$ cat config.mk
export PLATFORM = sky130hd
export DESIGN_NAME = flag_tick_bcd_counter_flat
export DESIGN_NICKNAME = d
export VERILOG_FILES = /design/src/rtl/flag_tick_bcd_counter_pkg.sv /design/src/rtl/flag_tick_bcd_counter_if.sv /design/src/rtl/flag_tick_bcd_counter_digit.sv /design/src/rtl/flag_tick_bcd_counter.sv /design/src/flat_wrapper.sv
export SDC_FILE = /design/constraint.sdc
export NUM_CORES = 1
export LEC_CHECK = 0
export CORE_MARGIN = 2
export CORE_UTILIZATION = 40
export DETAILED_ROUTE_END_ITERATION = 6
export PLACE_DENSITY = 0.72
export SKIP_CTS_REPAIR_TIMING = 1
export SLEW_MARGIN = 20
export SYNTH_ARGS = -nofsm -noshare
export SYNTH_HDL_FRONTEND = slang
export SYNTH_SLANG_ARGS = --single-unit
$ cat constraint.sdc
create_clock -name clk -period 1.8 [get_ports clk]
set_clock_uncertainty 0.05 [all_clocks]
set_input_delay 0.36 -clock clk [delete_from_list [all_inputs] [get_ports clk]]
set_output_delay 0.36 -clock clk [all_outputs]
set_load 0.01 [all_outputs]
$ cat src/rtl/flag_tick_bcd_counter_pkg.sv
// flag_tick_pkg: shared state encoding, digit width and default terminal values
package flag_tick_pkg;
  localparam int DIGIT_W = 4;
  localparam int TENS_MAX_DEF = 5;
  localparam int ONES_MAX_DEF = 9;
  typedef enum logic [1:0] {IDLE = 2'd0, RUN = 2'd1, PAUSE = 2'd2} state_t;
endpackage

$ cat src/rtl/flag_tick_bcd_counter_if.sv
// flag_tick_bcd_counter_if: flag/control inputs and BCD/strobe outputs of the counter
interface flag_tick_bcd_counter_if;
  import flag_tick_pkg::*;
  logic flag_in;
  logic start;
  logic stop;
  logic clear;
  logic tick;
  logic wrap;
  logic running;
  logic [DIGIT_W-1:0] ones;
  logic [DIGIT_W-1:0] tens;
  modport master(output flag_in, start, stop, clear, input tick, ones, tens, wrap, running);
  modport slave(input flag_in, start, stop, clear, output tick, ones, tens, wrap, running);
endinterface

$ cat src/rtl/flag_tick_bcd_counter_digit.sv
// bcd_digit: modulo-(MAX+1) digit with carry out on increment at MAX
module bcd_digit
  import flag_tick_pkg::*;
#(
  parameter int MAX = 9
) (
  input  logic               clk,
  input  logic               reset,
  input  logic               inc,
  input  logic               clr,
  output logic [DIGIT_W-1:0] q,
  output logic               carry
);
  logic at_max;
  assign at_max = q == DIGIT_W'(MAX);
  assign carry = inc && at_max;
  // clear beats increment; increment at MAX rolls back to zero
  always_ff @(posedge clk)
    q <= (reset || clr) ? '0 : inc ? (at_max ? '0 : q + 1'b1) : q;
endmodule

$ cat src/rtl/flag_tick_bcd_counter.sv
// flag_tick_bcd_counter: counts flag level changes into a 2-digit BCD count under start/stop/clear control
module flag_tick_bcd_counter
  import flag_tick_pkg::*;
#(
  parameter int   TENS_MAX  = TENS_MAX_DEF,
  parameter int   ONES_MAX  = ONES_MAX_DEF,
  parameter logic FLAG_INIT = 1'b1
) (
  input logic clk,
  input logic reset,
  flag_tick_bcd_counter_if.slave bus
);
  if (TENS_MAX > 9 || ONES_MAX > 9) begin : g_bad_max
    $error("flag_tick_bcd_counter: TENS_MAX and ONES_MAX must be <= 9");
  end
  state_t state_q, state_d;
  logic flag_d, toggle, cnt_en, ones_carry, tens_carry;
  logic [DIGIT_W-1:0] ones, tens;
  assign toggle = bus.flag_in ^ flag_d;
  assign cnt_en = state_q == RUN && toggle && !bus.clear;
  assign bus.ones = ones;
  assign bus.tens = tens;
  // clear > stop > start; stop never leaves IDLE
  always_comb
    state_d = bus.clear ? IDLE
            : bus.stop  ? (state_q == IDLE ? IDLE : PAUSE)
            : bus.start ? RUN
            : state_q;
  // state, flag history and registered strobes
  always_ff @(posedge clk) begin
    if (reset) begin
      state_q     <= IDLE;
      flag_d      <= FLAG_INIT;
      bus.tick    <= 1'b0;
      bus.wrap    <= 1'b0;
      bus.running <= 1'b0;
    end else begin
      state_q     <= state_d;
      flag_d      <= bus.flag_in;
      bus.tick    <= toggle;
      bus.wrap    <= tens_carry;
      bus.running <= state_d == RUN;
    end
  end
  bcd_digit #(.MAX(ONES_MAX)) u_ones (
    .clk(clk), .reset(reset), .inc(cnt_en), .clr(bus.clear), .q(ones), .carry(ones_carry)
  );
  bcd_digit #(.MAX(TENS_MAX)) u_tens (
    .clk(clk), .reset(reset), .inc(ones_carry), .clr(bus.clear), .q(tens), .carry(tens_carry)
  );
endmodule

$ cat src/flat_wrapper.sv
// flat-port wrapper written by rule: the top's interface ports become plain ports
module flag_tick_bcd_counter_flat import flag_tick_pkg::*;
#(
  parameter int   TENS_MAX  = TENS_MAX_DEF,
  parameter int   ONES_MAX  = ONES_MAX_DEF,
  parameter logic FLAG_INIT = 1'b1
)
  (clk, reset, bus_flag_in, bus_start, bus_stop, bus_clear, bus_tick, bus_ones, bus_tens, bus_wrap, bus_running);
  flag_tick_bcd_counter_if bus_i ();
  input logic clk;
  input logic reset;
  input wire logic [$bits(bus_i.flag_in)-1:0] bus_flag_in;
  input wire logic [$bits(bus_i.start)-1:0] bus_start;
  input wire logic [$bits(bus_i.stop)-1:0] bus_stop;
  input wire logic [$bits(bus_i.clear)-1:0] bus_clear;
  output wire logic [$bits(bus_i.tick)-1:0] bus_tick;
  output wire logic [$bits(bus_i.ones)-1:0] bus_ones;
  output wire logic [$bits(bus_i.tens)-1:0] bus_tens;
  output wire logic [$bits(bus_i.wrap)-1:0] bus_wrap;
  output wire logic [$bits(bus_i.running)-1:0] bus_running;
  assign bus_i.flag_in = bus_flag_in;
  assign bus_i.start = bus_start;
  assign bus_i.stop = bus_stop;
  assign bus_i.clear = bus_clear;
  assign bus_tick = bus_i.tick;
  assign bus_ones = bus_i.ones;
  assign bus_tens = bus_i.tens;
  assign bus_wrap = bus_i.wrap;
  assign bus_running = bus_i.running;
  flag_tick_bcd_counter #(.TENS_MAX(TENS_MAX), .ONES_MAX(ONES_MAX), .FLAG_INIT(FLAG_INIT)) u_core (.clk(clk), .reset(reset), .bus(bus_i));
endmodule
==> flow_metrics.env <==
export IMPL_status="completed"
export IMPL_diodes=0
export IMPL_netlist_instances=63
export IMPL_drive_gt1_share_pct=15.9
export IMPL_ys_seq_area_share_pct=48.8
export IMPL_port_buffers=16
export IMPL_cts_buffers=3
export IMPL_drc=0
export IMPL_r2r_start="u_core.u_ones.q[3]"
export IMPL_cp_top_family="buffers and inverters"
export IMPL_period_share_pct=94.6
export IMPL_cts_tree="yes"
export IMPL_peakVddDrop_mv=0.538
export IMPL_wirelength_um=1190
export IMPL_crit_arrival_ps=1290
export IMPL_worst_pin_slew_ps=280
export IMPL_layout_nets=95
export IMPL_regArea_sq_um=280
export IMPL_core_area_sq_um=1320
export IMPL_multiInputGateArea_sq_um=275
export IMPL_crit_chain="clkdlybuf4s50_1"
export IMPL_globalplace_congestion=0.730
export IMPL_reg2reg_slack_ps=330
export IMPL_drtIter0Drc=7
export IMPL_wl_per_cell_um=11.6
export IMPL_cts_path_max_buffers=2
export IMPL_grt_pass1_vias=450
export IMPL_p_leak_nw=0.296
export IMPL_die_y_um=41.9
export IMPL_fill_cells=116
export IMPL_rsz0062_at_grt="false"
export IMPL_clkTransAtPathRegs_ps=80
export IMPL_syn_to_final_growth_pct=44.7
export IMPL_initial_core_util_pct=43.6
export IMPL_intPower_mw=0.465
export IMPL_power_mw=0.589
export IMPL_worstSetupStartpoint="u_core.u_ones.q[1]"
export IMPL_rows=13
export IMPL_clock_fmax_ghz=0.587
export IMPL_power_frac_seq_pct=53.8
export IMPL_dr_total_vias=515
export IMPL_final_cell_area_sq_um=831
export IMPL_avgSynthCellArea_sq_um=9.12
export IMPL_drv_cap=0
export IMPL_clock_latency_ps=290
export IMPL_p_switching_mw=0.124
export IMPL_antenna_found_initial=0
export IMPL_cpPeakStageDelay_ps=570
export IMPL_io_pins=17
export IMPL_reg2reg_to="u_core.u_tens.q[2]"
export IMPL_ys_types=25
export IMPL_place_area_sq_um=795
export IMPL_cp_max_fo=7
export IMPL_required_ps=1390
export IMPL_comb_power_share_pct=7.7
export IMPL_grt_pass1_wl_um=2000
export IMPL_cts_sinks=14
export IMPL_cts_root_buf="clkbuf_4"
export IMPL_die_x_um=41.9
export IMPL_drv_slew=0
export IMPL_hp_class="reg2reg"
export IMPL_endpoint="bus_ones[1]"
export IMPL_timing_worst_setup_path_type="reg2out"
export IMPL_synthesis_nets=69
export IMPL_fin_crit_ps=1700
export IMPL_fin_setup_tns_ps=0
export IMPL_netlist_area_sq_um=574
export IMPL_critPathBufInv=1
export IMPL_p_sw_share_pct=21.0
export IMPL_crit_path_start_kind="flop"
export IMPL_setup_viol=0
export IMPL_end_kind="output port"
export IMPL_reg2reg_depth=4
export IMPL_grt_overflow_total=0
export IMPL_grt_max_degree=11
export IMPL_hold_viol=0
export IMPL_mostFrequentLayoutCell="clkdlybuf4s50_1"
export IMPL_layout_common_cells="clkdlybuf4s50_1, dfxtp_1, a21oi_1, nor2_1, buf_4"
export IMPL_htree_levels=1
export IMPL_slowest_stage="clkdlybuf4s50_1"
export IMPL_hpwl_um=887
export IMPL_drt_pass1_iter_count=4
export IMPL_cellPowerDensity_nw_per_um2=709
export IMPL_track_usage_pct=15.4
export IMPL_p_clk_share_pct=38.5
export IMPL_ys_ff_latch=14
export IMPL_die_area_sq_um=1750
export IMPL_antenna_left=0
export IMPL_relSlewSlack_pct=81.3
export IMPL_worst_path_stages=1
export IMPL_yosysWarnings=0
export IMPL_avgViaCountPerCell=5.00
## power groups by stage
stage / clock network (mW) / logic [mW] / registers (mW)
floorplan: 0 / 0.0143 / 0.325
global placement: 0 / 0.0450 / 0.324
detailed placement: 0 / 0.0455 / 0.324
CTS: 0.236 / 0.0458 / 0.317
global route: 0.258 / 0.0495 / 0.317
finish: 0.227 / 0.0455 / 0.317
## cells in the mapped netlist
| cell type | n | area [sq um] |
|---|---|---|
| or4_1 | 1 | 7.51 |
| a31oi_1 | 1 | 6.26 |
| nor2_1 | 6 | 22.5 |
| mux2i_1 | 2 | 20.0 |
| and4bb_2 | 1 | 12.5 |
| or3_1 | 2 | 12.5 |
| nor3b_1 | 1 | 7.51 |
| o31ai_1 | 1 | 7.51 |
| o21ai_0 | 3 | 15.0 |
| nor3_1 | 2 | 10.0 |
| a21oi_1 | 6 | 30.0 |
| nand2_1 | 1 | 3.75 |
| nand3_1 | 4 | 20.0 |
| xor2_1 | 2 | 17.5 |
| or2_2 | 2 | 12.5 |
| clkbuf_1 | 1 | 3.75 |
| xnor2_1 | 1 | 8.76 |
| nand3b_1 | 1 | 7.51 |
| nand4_1 | 1 | 6.26 |
| nor2b_1 | 2 | 12.5 |
| nor4_1 | 1 | 6.26 |
| nand2b_1 | 2 | 12.5 |
| inv_1 | 4 | 15.0 |
| xor2_2 | 1 | 16.3 |
| dfxtp_1 | 14 | 280 |
## kinds of logic after synthesis
kind of cell    after synthesis  share of synthesized area (%)
simple gates                 27                           26.8
flops                        14                           48.8
compound gates               11                           10.2
buf+inv                       5                           3.27
xor+xnor                      4                           7.41
mux                           2                           3.49
## state kept, by name, summed over array words and instances (netlist names)
signal	flops
u_core.flag_d	1
u_core.bus.running	1
u_core.bus.tick	1
u_core.bus.wrap	1
u_core.u_tens.q	4
u_core.state_q	2
u_core.u_ones.q	4
## layer usage
layer	global-route usage (%)	share of wire, %	vias up
li1	-	-	267
met3	9.13	6.7	5
met2	21.6	41	14
met1	19.1	49	229
met4	5.81	2.4	0
met5	0	0	-
## worst min path at each step
stage | from | end | slack, ps | depth (start not counted)
6_report | u_core.state_q[1] | u_core.state_q[1] | 470 | 2
5_1_grt | u_core.state_q[0] | u_core.state_q[0] | 510 | 2
4_1_cts | u_core.state_q[1] | u_core.state_q[1] | 470 | 2
3_5_place_dp | u_core.state_q[1] | u_core.state_q[1] | 450 | 2
3_3_place_gp | u_core.state_q[1] | u_core.state_q[1] | 440 | 2
2_1_floorplan | reset | u_core.bus.tick | 380 | 1
## metrics by stage
step	setup slack, ps	hold WS (ps)	std cells	util, %
2_1_floorplan	345	382	63	-
3_3_place_gp	-74.4	443	99	60.3
3_5_place_dp	-87.8	455	99	60.3
4_1_cts	90.7	467	103	63.1
5_1_grt	35.5	508	103	63.1
6_report	96.4	466	103	63.1
## area by class of cell
| type | count | area share [%] |
|---|---|---|
| well taps | 15 | 2.26 |
| repair buffers | 22 | 24.7 |
| multi-input cells | 44 | 33.1 |
| flip-flops and latches | 14 | 33.7 |
| clock buffers | 4 | 4.37 |
| inverters | 4 | 1.81 |
No activity file was read; power rests on OpenSTA's default activity.
